$ cat src/rtl/instruction_fetch_pkg.sv
`default_nettype none
// ============================================================================
// Module   : instruction_fetch_pkg
// Purpose  : Shared state and next-PC-select encodings for the fetch unit.
// Revision : 1.0
// ============================================================================
package instruction_fetch_pkg;

    localparam int INSTR_WIDTH = 32;

    typedef enum logic [1:0] {
        ST_IDLE  = 2'b00,
        ST_FETCH = 2'b01,
        ST_EXEC  = 2'b10,
        ST_FAULT = 2'b11
    } fetch_state_e;

    typedef enum logic [1:0] {
        PC_HOLD = 2'b00,
        PC_INC  = 2'b01,
        PC_REL  = 2'b10,
        PC_REG  = 2'b11
    } pc_fs_e;

endpackage
`default_nettype wire

$ cat src/rtl/instruction_fetch_pc_next_logic.sv
`default_nettype none
// ============================================================================
// Module   : pc_next_logic
// Purpose  : Next-PC mux/adder with misaligned-target detection.
// Revision : 1.0
// ============================================================================
module pc_next_logic
    import instruction_fetch_pkg::*;
#(
    parameter int PC_WIDTH = 64
) (
    input  logic [PC_WIDTH-1:0] pc,
    input  logic [1:0]          pc_fs,
    input  logic [PC_WIDTH-1:0] constant,
    input  logic [PC_WIDTH-1:0] reg_data,
    output logic [PC_WIDTH-1:0] next_pc,
    output logic                misaligned
);

    logic [PC_WIDTH-1:0] w_word_offset;
    logic                w_unused_const_msbs;

    // Word offset to byte offset; the two top bits fall off the end.
    assign w_word_offset       = {constant[PC_WIDTH-3:0], 2'b00};
    assign w_unused_const_msbs = ^constant[PC_WIDTH-1:PC_WIDTH-2];

    always_comb begin
        next_pc = pc;
        case (pc_fs_e'(pc_fs))
            PC_HOLD: next_pc = pc;
            PC_INC:  next_pc = pc + PC_WIDTH'(4);
            PC_REL:  next_pc = pc + w_word_offset;
            PC_REG:  next_pc = reg_data;
        endcase
    end

    assign misaligned = |next_pc[1:0];

endmodule
`default_nettype wire

$ cat src/rtl/instruction_fetch.sv
`default_nettype none
// ============================================================================
// Module   : instruction_fetch
// Purpose  : PC ownership, imem handshake and instruction hold for the core.
// Revision : 1.0
// ============================================================================
module instruction_fetch
    import instruction_fetch_pkg::*;
#(
    parameter int                PC_WIDTH = 64,
    parameter logic [PC_WIDTH-1:0] RESET_PC = '0
) (
    input  logic                   clock,
    input  logic                   reset,
    input  logic [1:0]             pc_fs,
    input  logic [PC_WIDTH-1:0]    constant,
    input  logic [PC_WIDTH-1:0]    reg_data,
    input  logic                   instr_done,
    output logic                   imem_req,
    output logic [PC_WIDTH-1:0]    imem_addr,
    input  logic                   imem_ack,
    input  logic [INSTR_WIDTH-1:0] imem_rdata,
    output logic [INSTR_WIDTH-1:0] instruction,
    output logic                   instruction_valid,
    output logic [PC_WIDTH-1:0]    pc,
    output logic [PC_WIDTH-1:0]    pc_plus4,
    output logic                   fetch_fault
);

    fetch_state_e           r_state;
    logic [PC_WIDTH-1:0]    r_pc;
    logic [INSTR_WIDTH-1:0] r_instruction;
    logic                   r_valid;
    logic                   r_req;
    logic                   r_fault;

    logic [PC_WIDTH-1:0]    w_next_pc;
    logic                   w_misaligned;

    pc_next_logic #(
        .PC_WIDTH (PC_WIDTH)
    ) u_pc_next_logic (
        .pc         (r_pc),
        .pc_fs      (pc_fs),
        .constant   (constant),
        .reg_data   (reg_data),
        .next_pc    (w_next_pc),
        .misaligned (w_misaligned)
    );

    // Outputs are registered alongside the state so they change with it.
    always_ff @(posedge clock or posedge reset) begin
        if (reset) begin
            r_state       <= ST_IDLE;
            r_pc          <= RESET_PC;
            r_instruction <= '0;
            r_valid       <= 1'b0;
            r_req         <= 1'b0;
            r_fault       <= 1'b0;
        end else begin
            case (r_state)
                ST_IDLE: begin
                    r_state <= ST_FETCH;
                    r_req   <= 1'b1;
                end
                ST_FETCH: begin
                    if (imem_ack) begin
                        r_instruction <= imem_rdata;
                        r_req         <= 1'b0;
                        r_valid       <= 1'b1;
                        r_state       <= ST_EXEC;
                    end
                end
                ST_EXEC: begin
                    if (instr_done) begin
                        r_valid <= 1'b0;
                        if (w_misaligned) begin
                            r_fault <= 1'b1;
                            r_state <= ST_FAULT;
                        end else begin
                            r_pc    <= w_next_pc;
                            r_req   <= 1'b1;
                            r_state <= ST_FETCH;
                        end
                    end
                end
                ST_FAULT: begin
                    r_state <= ST_FAULT;
                end
            endcase
        end
    end

    assign imem_req          = r_req;
    assign imem_addr         = r_pc;
    assign instruction       = r_instruction;
    assign instruction_valid = r_valid;
    assign pc                = r_pc;
    assign pc_plus4          = r_pc + PC_WIDTH'(4);
    assign fetch_fault       = r_fault;

endmodule
`default_nettype wire

$ cat config.mk
export PLATFORM = sky130hd
export DESIGN_NAME = instruction_fetch
export DESIGN_NICKNAME = d
export VERILOG_FILES = /design/src/rtl/instruction_fetch_pkg.sv /design/src/rtl/instruction_fetch_pc_next_logic.sv /design/src/rtl/instruction_fetch.sv
export SDC_FILE = /design/constraint.sdc
export NUM_CORES = 1
export LEC_CHECK = 0
export CAP_MARGIN = 20
export CORE_ASPECT_RATIO = 0.8
export CORE_MARGIN = 8
export CORE_UTILIZATION = 46
export CTS_CLUSTER_SIZE = 14
export DETAILED_ROUTE_END_ITERATION = 8
export GPL_TIMING_DRIVEN = 0
export PLACE_DENSITY = 0.82
export RECOVER_POWER = 100
export SETUP_SLACK_MARGIN = 0.3
export SYNTH_ARGS = -nofsm -noshare
export SYNTH_HDL_FRONTEND = slang
export SYNTH_HIERARCHICAL = 1
export SYNTH_SLANG_ARGS = --single-unit
$ cat constraint.sdc
create_clock -name clock -period 4.55 [get_ports clock]
set_input_delay 0.6825 -clock clock [delete_from_list [all_inputs] [get_ports clock]]
set_output_delay 0.6825 -clock clock [all_outputs]
set_load 0.1 [all_outputs]
After elaboration in Yosys (flattened, before gate mapping)
Cells that the tools add are included.
{"block": "op_classes", "add_sub_neg": 2, "mul": 0, "div": 0, "order_cmp": 0, "eq_ne": 9, "n_shift": 0, "mux": 12, "bitwise": 2, "n_reduce_logical": 12}
{"cell": "$pmux W64 S4", "n": 1}
{"cell": "$add A64 B3 Y64 const B", "n": 1}
{"cell": "$add A64 B64 Y64", "n": 1}
{"cell": "$reduce_and A3 Y1", "n": 3}
{"cell": "$eq A2 B2 Y1 const B", "n": 4}
{"cell": "$pmux W2 S4", "n": 1}
{"cell": "$reduce_and A4 Y1", "n": 2}
{"cell": "$mux W2", "n": 3}
{"cell": "$ne A2 B2 Y1 const B", "n": 3}
{"cell": "$mux W1", "n": 5}
{"cell": "$eq A2 B1 Y1 const B", "n": 2}
{"cell": "$logic_not A2 Y1", "n": 2}
{"cell": "$reduce_and A2 Y1", "n": 2}
{"cell": "$pmux W1 S3", "n": 1}
{"cell": "$reduce_bool A3 Y1", "n": 1}
{"cell": "$not A1 Y1", "n": 2}
{"cell": "$pmux W1 S2", "n": 1}
{"cell": "$reduce_bool A2 Y1", "n": 1}
{"cell": "$reduce_or A2 Y1", "n": 1}
{"block": "totals", "reg_bits": 101, "latchBits": 0, "mem_bits_rw": 0, "romBits": 0, "out_inout_bits": 227, "mem_count": 0}

Depth between registers and ports, before layout
{"block": "depth", "depth_word": 6, "depth_mapped": 18, "depth_no_buf": 17}

Modules after synthesis
The synthesis kept the hierarchy.
{"mod": "instruction_fetch", "instances": 1, "cells_per_inst": 492, "area_each_um2": 5511.5, "seq_area_each_um2": 2527.4}
{"mod": "pc_next_logic", "instances": 1, "cells_per_inst": 802, "area_each_um2": 5220.0, "seq_area_each_um2": 0.0}

Least setup slack after synthesis
No wires, ideal clock.
{"block": "synth_timing", "path_type": "flip-flop to output port", "start": "register r_pc[3], in the netlist imem_addr[3]", "end": "output pc_plus4[48]", "arrival_time_ns": 3.929, "required_time_ns": 3.868, "path_slack_ns": -0.061, "stages_incl_launch_ff": 8, "n_path_buf": 1, "cell_sequence": "dfrtp_1 > ha_1 > nand3_1 > nor3_2 > and3_1 > clkbuf_1 > nand4_1 > xnor2_1"}
{"block": "synth_via", "elab_chain_len": 1}
{"item": "from (decl)", "line_no": "instruction_fetch.sv:31", "source": "logic [PC_WIDTH-1:0] r_pc;"}
{"item": "from (signal assigned)", "line_no": "instruction_fetch.sv:81", "source": "r_pc <= w_next_pc;"}
{"item": "$add A64 B3 Y64", "line_no": "instruction_fetch.sv:99", "source": "assign pc_plus4 = r_pc + PC_WIDTH'(4);"}
{"item": "to (decl)", "line_no": "instruction_fetch.sv:26", "source": "output logic [PC_WIDTH-1:0] pc_plus4,"}
Every way passes these cells.

Worst setup path after layout
{"block": "layout_timing", "start": "register r_pc[3], in the netlist imem_addr[3]", "end": "output pc_plus4[38]"}
The elaborated chain is that of the path after synthesis.

==> qor.csv <==
stage;metric;value;unit
detailed_routing;drc;0;
clocking;clk_pin_slew;90;ps
cells_and_area;fin_nets;1952;
floorplanning;num_rows;50;
detailed_routing;post_drt_wl_per_cell;22.8;um
worst_hold_path;hold_path_class;reg -> reg;
timing;finalSetupViolCount;0;
clocking;max-clock-path-buffers;2;
timing;worst_slack;217;ps
placed_design;dpl_worst_slack;-983;ps
run;drv_cap;1;
clocking;numCtsBuffers;9;
timing;clock_skew;14.9;ps
cells_and_area;area_delta_synth_final;47.5;%
timing;slew_headroom;-0.770;
synth;synth_common_cells;nand2_1, dfrtp_1, mux2_2, a21oi_1, xnor2_1;
detailed_routing;wirelength_met1;19200;um
synth;yosysTopAreaCell;dfrtp_1;
synth;syn-cell-area;10700;sq um
setup_path;end_kind;primary output;
detailed_routing;firstDrtPassIters;5;
placed_design;place.gp.congestion;0.970;
power;ir_drop;0.000441;V
cells_and_area;regArea;2530;sq um
grt;grt_max_degree;58;
synth;yosys-top-cells-area;dfrtp_1, mux2_2, ha_1;
floorplanning;dieHeight;153;um
clocking;clock-sinks;101;
setup_path;reg2reg_depth;14;
timing;fmax;231;MHz
synth;syn_nets;1526;
floorplanning;initial_core_util;0.464;
power;power_leakage;7.24;nW
worst_hold_path;min-delay-start;fetch_fault$_DFFE_PP0P_;
setup_path;path_class;reg -> out;
cells_and_area;final_cells;2042;
synth;yosysSeqAreaShare;0.236;
timing;hold_viol;0;
detailed_routing;drt_iter0_drc;1275;
synth;syn_area_per_cell;8.29;sq um
detailed_routing;highest_layer;met4;
detailed_routing;drt-total-wl;46600;um
synth;synth_compound_area_frac;0.212;
synth;synth_fa_ha_area_frac;0.0776;
timing;worst_pin_slew;2640;ps
synth;synthDistinctLibCells;78;
setup_path;rrSetupSlack;610;ps
synth;synth_seq_cells;101;
cells_and_area;multi_input_area;7670;sq um
clocking;cts_hold_buf;0;
cells_and_area;drive_gt1_frac;0.183;
floorplanning;core;23100;sq um
detailed_routing;ant_nets;0;
synth;synthArstFlopShare;1.00;
synth;yosysMostFrequentCell;nand2_1;
placed_design;port_buffers;390;
timing;period_share;0.952;
synth;muxShareOfSynthArea;0.0955;
grt;gr-total-overflow;0;
worst_hold_path;hold_end;fetch_fault$_DFFE_PP0P_;
setup_path;required;3870;ps
grt;antenna_found_initial;4;
grt;track_usage;0.311;
status;status;finished, violations left;
power;p_per_area;633;nW/um^2
placed_design;place_inst;1997;
clocking;tritoncts;built;
detailed_routing;viasPerCell;5.87;
synth;synth-edff-count;0;
detailed_routing;wl_met3;4290;um
synth;syn_inst;1294;
timing;min_period;4330;ps
synth;synthXorXnorAreaFrac;0.0963;
synth;synth_ff_type;dfrtp_1;
synth;synth-simple-area-share;0.194;
cells_and_area;n_fill_cell;1939;
timing;grt_setup_unrepaired;true;
setup_path;cp.arrival;3650;ps
floorplanning;pin_count;393;
grt;first_global_vias;11800;
floorplanning;dieArea;28500;sq um
placed_design;hpwlAfterDp;36700;um
detailed_routing;wl_met2;21400;um
synth;synth_top_cell_area_share;0.236;
synth;yosysWarnings;6;
worst_hold_path;worstHoldPathCells;1;
setup_path;r2r-start;imem_addr[2]$_DFFE_PP0P_;
setup_path;crit_fanout;10;
setup_path;cp-startpoint;imem_addr[3]$_DFFE_PP0P_;
clocking;clock_latency;360;ps
detailed_routing;vias;12000;
synth;synth_top_family_by_area;compound AO/OA/AOI/OAI gates;
clocking;cts_root_buf;clkbuf_16;
floorplanning;die_w;187;um
status;violations;max-capacitance violations, max-slew violations;
clocking;htree_levels;3;
timing;slew_viol_final;58;
setup_path;startpoint_type;register;
setup_path;r2r-end;imem_addr[52]$_DFFE_PP0P_;
grt;grt_pass1_wl;70600;um
-- logic make-up after synthesis --
family,count (synthesis)
adders and majority gates,66
DFF,101
AOI/OAI and AO/OA,341
and+or+nand+nor,396
xor gates and xnor gates,118
muxes,91
buffers and inverters,181
-- critical path, cell delays in order, from the launching register on --
cell	delay, ps
dfrtp_1	660
ha_1	290
nand3_1	240
nor3_4	380
and3_1	210
clkbuf_1	430
xnor2_1	190
clkbuf_1	880
-- metal layers --
layer / GRT usage / vias up
li1: - / 5466
met1: 0.395 / 5747
met2: 0.509 / 681
met3: 0.0716 / 98
met4: 0.114 / 0
met5: 0 / -
-- worst max-delay path by stage --
stage	to	slack [ps]	depth (start not counted)
final	pc_plus4[38]	220	7
after global routing	imem_addr[60]$_DFFE_PP0P_	110	18
after CTS	pc_plus4[48]	240	8
after detailed placement	imem_addr[58]$_DFFE_PP0P_	-980	17
after global placement	imem_addr[58]$_DFFE_PP0P_	-930	17
after floorplan	pc_plus4[24]	300	5
-- placed cells by master, fill, tap and decap left out, types with 40 or more instances in the layout --
master,count
dlygate4sd3_1,187
clkdlybuf4s50_1,157
nand2_1,112
dfrtp_1,101
buf_4,90
mux2_2,89
a21oi_1,80
clkbuf_1,72
o21ai_0,69
ha_1,63
nor2_1,61
and2_1,61
xnor2_1,49
inv_1,42
nand4_1,40
-- timing repair --
| action | 4_1_cts | 5_1_grt |
|---|---|---|
| setup buffers | 17 | 7 |
| pin swaps | 20 | 13 |
| endpoints found under the hold margin | 0 | 0 |
| setup endpoints to repair | 85 | 46 |
| resized for setup | 112 | 53 |
-- per-stage QoR --
step / hold WS [ps] / total power [mW] / TNS (ps) / utilization / cell area, sq um
6_report: 494 / 10.0 / 0 / 0.684 / 15800
5_1_grt: 513 / 10.4 / 0 / 0.684 / 15800
4_1_cts: 496 / 10.3 / 0 / 0.687 / 15900
3_5_place_dp: 473 / 9.43 / -27480 / 0.661 / 15300
3_3_place_gp: 462 / 9.36 / -68930 / 0.660 / 15300
2_1_floorplan: 505 / 7.54 / 0 / - / 11000
-- cell type report --
class                      count  area share
sequential                   101       0.160
timing repair buffer         415       0.249
inverter                      44      0.0105
buffer                       137      0.0504
clock inverter                 7     0.00577
clock buffer                   9      0.0142
multi-input combinational   1012       0.485
tap                          312      0.0247
antenna                        5    0.000791
-- flip-flops by register name (all words and copies together), names as in the netlist --
register and flops:
fetch_fault 1, imem_addr 64, imem_req 1, instruction 32, instruction_valid 1, r_state 2
-- power by group --
group          switching (mW)  total (mW)  internal, mW
sequential              0.542        1.70          1.16
combinational            5.74        7.49          1.75
clock                   0.437       0.833         0.397
Power figures use the tool's default switching activity.
==> variant (same settings) <==
Set the package constant `INSTR_WIDTH` to 48 (it was 32).
--- a/src/rtl/instruction_fetch_pkg.sv
+++ b/src/rtl/instruction_fetch_pkg.sv
@@ -8,3 +8,3 @@
 
-    localparam int INSTR_WIDTH = 32;
+    localparam int INSTR_WIDTH = 48;
 
Ports: changed (resized imem_rdata and instruction); port bits go from 393 to 425. The function was not compared with the original's and may differ.
==> variant against the original RTL <==
- the flow still finishes with violations (max-capacitance violations, max-slew violations)
- final area grew 8.3%
- sequential cell count grew 16
- routed wire length grew 8.9%
- worst setup slack lost 0.025 ns
- core utilization grew 2.1 points
- hold slack gained 0.0039 ns
- area after synthesis grew 5.9%
- sequential power grew 14%
- power grew 15%
- combinational power grew 9.2%
- largest cell class unchanged
- highest routed layer unchanged
==> variant: results (changes against the original RTL) <==
[job]
cap_violations=1  ; unchanged

[global_routing]
grt_pass1_wl_um=73620  ; +4.3%
grt_max_degree=86  ; +48%
grtUsageTotal=0.3213  ; +0.01050
first_global_vias=12141  ; +2.6%

[pwr]
ir_drop_uv=772.1  ; +75%

[detailed_routing]
via_per_inst=5.902  ; +0.50%
route.vias.total=12571  ; +4.8%
routedWlPerCell_um=23.80  ; +4.4%
drt_iter0_drc=1480  ; +16%

[sta]
tightest_slew_ns=1.748  ; -0.8925 ns
slew_violations=33  ; -43%
timing.hold.ws_ns=0.4980  ; +0.003865 ns
finClkSkew_ns=0.01393  ; -0.0009845 ns

[placed_design]
postPlaceCellArea_um2=16300  ; +6.5%
place.gp.congestion=1.002  ; +3.3%
dp_slack_ns=-1.115  ; -0.1326 ns
place_hpwl_um=39930  ; +8.8%
io_buffers=422  ; +8.2%

[final_layout]
drive_above_1_share=0.2031  ; +0.01990
num-nets-final=2047  ; +4.9%

[logic_synthesis]
synth_fp_nets=1586  ; +3.9%
synth_commonest_cells=118 x nand2_1, 117 x dfrtp_1, 105 x mux2_2
synth_compound_area_frac=0.2011  ; -0.01100
synth_mux_area_frac=0.1040  ; +0.008518
synthXorXnorAreaFrac=0.09091  ; -0.005395

[clocking]
clkSlewWorstSetupHoldPaths_ns=0.07  ; -0.02 ns
cts-buffers-inserted=17  ; +8

[run_status]
status=finished with violations
failed_checks=max-capacitance violations, max-slew violations

[critical_path]
crit_arrival_ns=4.66  ; +1.01 ns
r2r_setup_slack_ns=0.75  ; +0.14 ns

==> variant: cell types whose count changed after synthesis, sizes merged, moves of 4 or more <==
cell	unedited run	this run
and4	10	1
buf	80	86
dfrtp	101	117
mux2	91	105
nand2	113	119
nand3	34	30
nor2	62	78
nor3	18	23
xnor2	72	62
xor2	46	56
==> variant: final cells by class <==
class | count | area [um^2]
buffer | 140 | 824.5
clock buffer | 18 | 429.2
clock inverter | 14 | 152.6
fill | 1954 | 7168
inverter | 44 | 166.4
multi-input combinational | 1037 | 7944
sequential | 117 | 2928
tap | 318 | 397.9
timing repair buffer | 442 | 4302
==> variant: power by group through the flow <==
| stage | Clock (uW) | Sequential (uW) | Combinational (uW) |
|---|---|---|---|
| after global routing | 1440 | 1990 | 8410 |
| after CTS | 1390 | 1930 | 8370 |
| after detailed placement | 0 | 1950 | 8360 |
| final | 1390 | 1930 | 8180 |
| after floorplan | 0 | 4140 | 4090 |
| after global placement | 0 | 1930 | 8300 |
==> variant: logic make-up after synthesis <==
group / count (synthesis)
and+or+nand+nor: 405
DFF: 117
AOI/OAI and AO/OA: 343
buffers and inverters: 184
adders and majority gates: 66
xor gates and xnor gates: 118
muxes: 105
==> variant: routing by layer <==
metal,track usage,part of all wire,vias to the layer above
met5,0,0,-
met1,0.4280,0.41,6018
met3,0.08274,0.11,124
met4,0.1211,0.035,0
met2,0.4932,0.45,771
li1,-,-,5658
==> variant: critical path, cell delays in order <==
cell and delay, ns:
clkdlybuf4s25_1 0.34, ha_4 0.27, clkbuf_1 0.31, and2_0 0.24, ha_1 0.24, clkbuf_1 0.20, nand4_1 0.20, nand2b_1 0.16
o2111ai_2 0.21, a2111oi_4 0.44, o21ai_2 0.17, o21ai_2 0.27, buf_4 0.16, o21ai_0 0.10, xnor2_1 0.19, o221ai_1 0.15
mux2_2 0.31
==> variant: final timing paths <==
check | from | to | cells after the start
setup / recovery | pc_fs[1] | imem_addr[60]$_DFFE_PP0P_ | 17
hold / removal | instruction[20]$_DFFE_PP0P_ | instruction[20]$_DFFE_PP0P_ | 1
setup reg to reg | imem_addr[2]$_DFFE_PP0P_ | imem_addr[60]$_DFFE_PP0P_ | 15
hold reg to reg | instruction[20]$_DFFE_PP0P_ | instruction[20]$_DFFE_PP0P_ | 1
max in group asynchronous | reset | imem_addr[12]$_DFFE_PP0P_ | 3
min in group asynchronous | reset | instruction[37]$_DFFE_PP0P_ | 2
==> variant: repair_timing <==
action	CTS	global route
cloned	0	1
pin swaps	18	7
buffers inserted	12	6
gates resized for setup	141	46
setup endpoints to repair	99	46
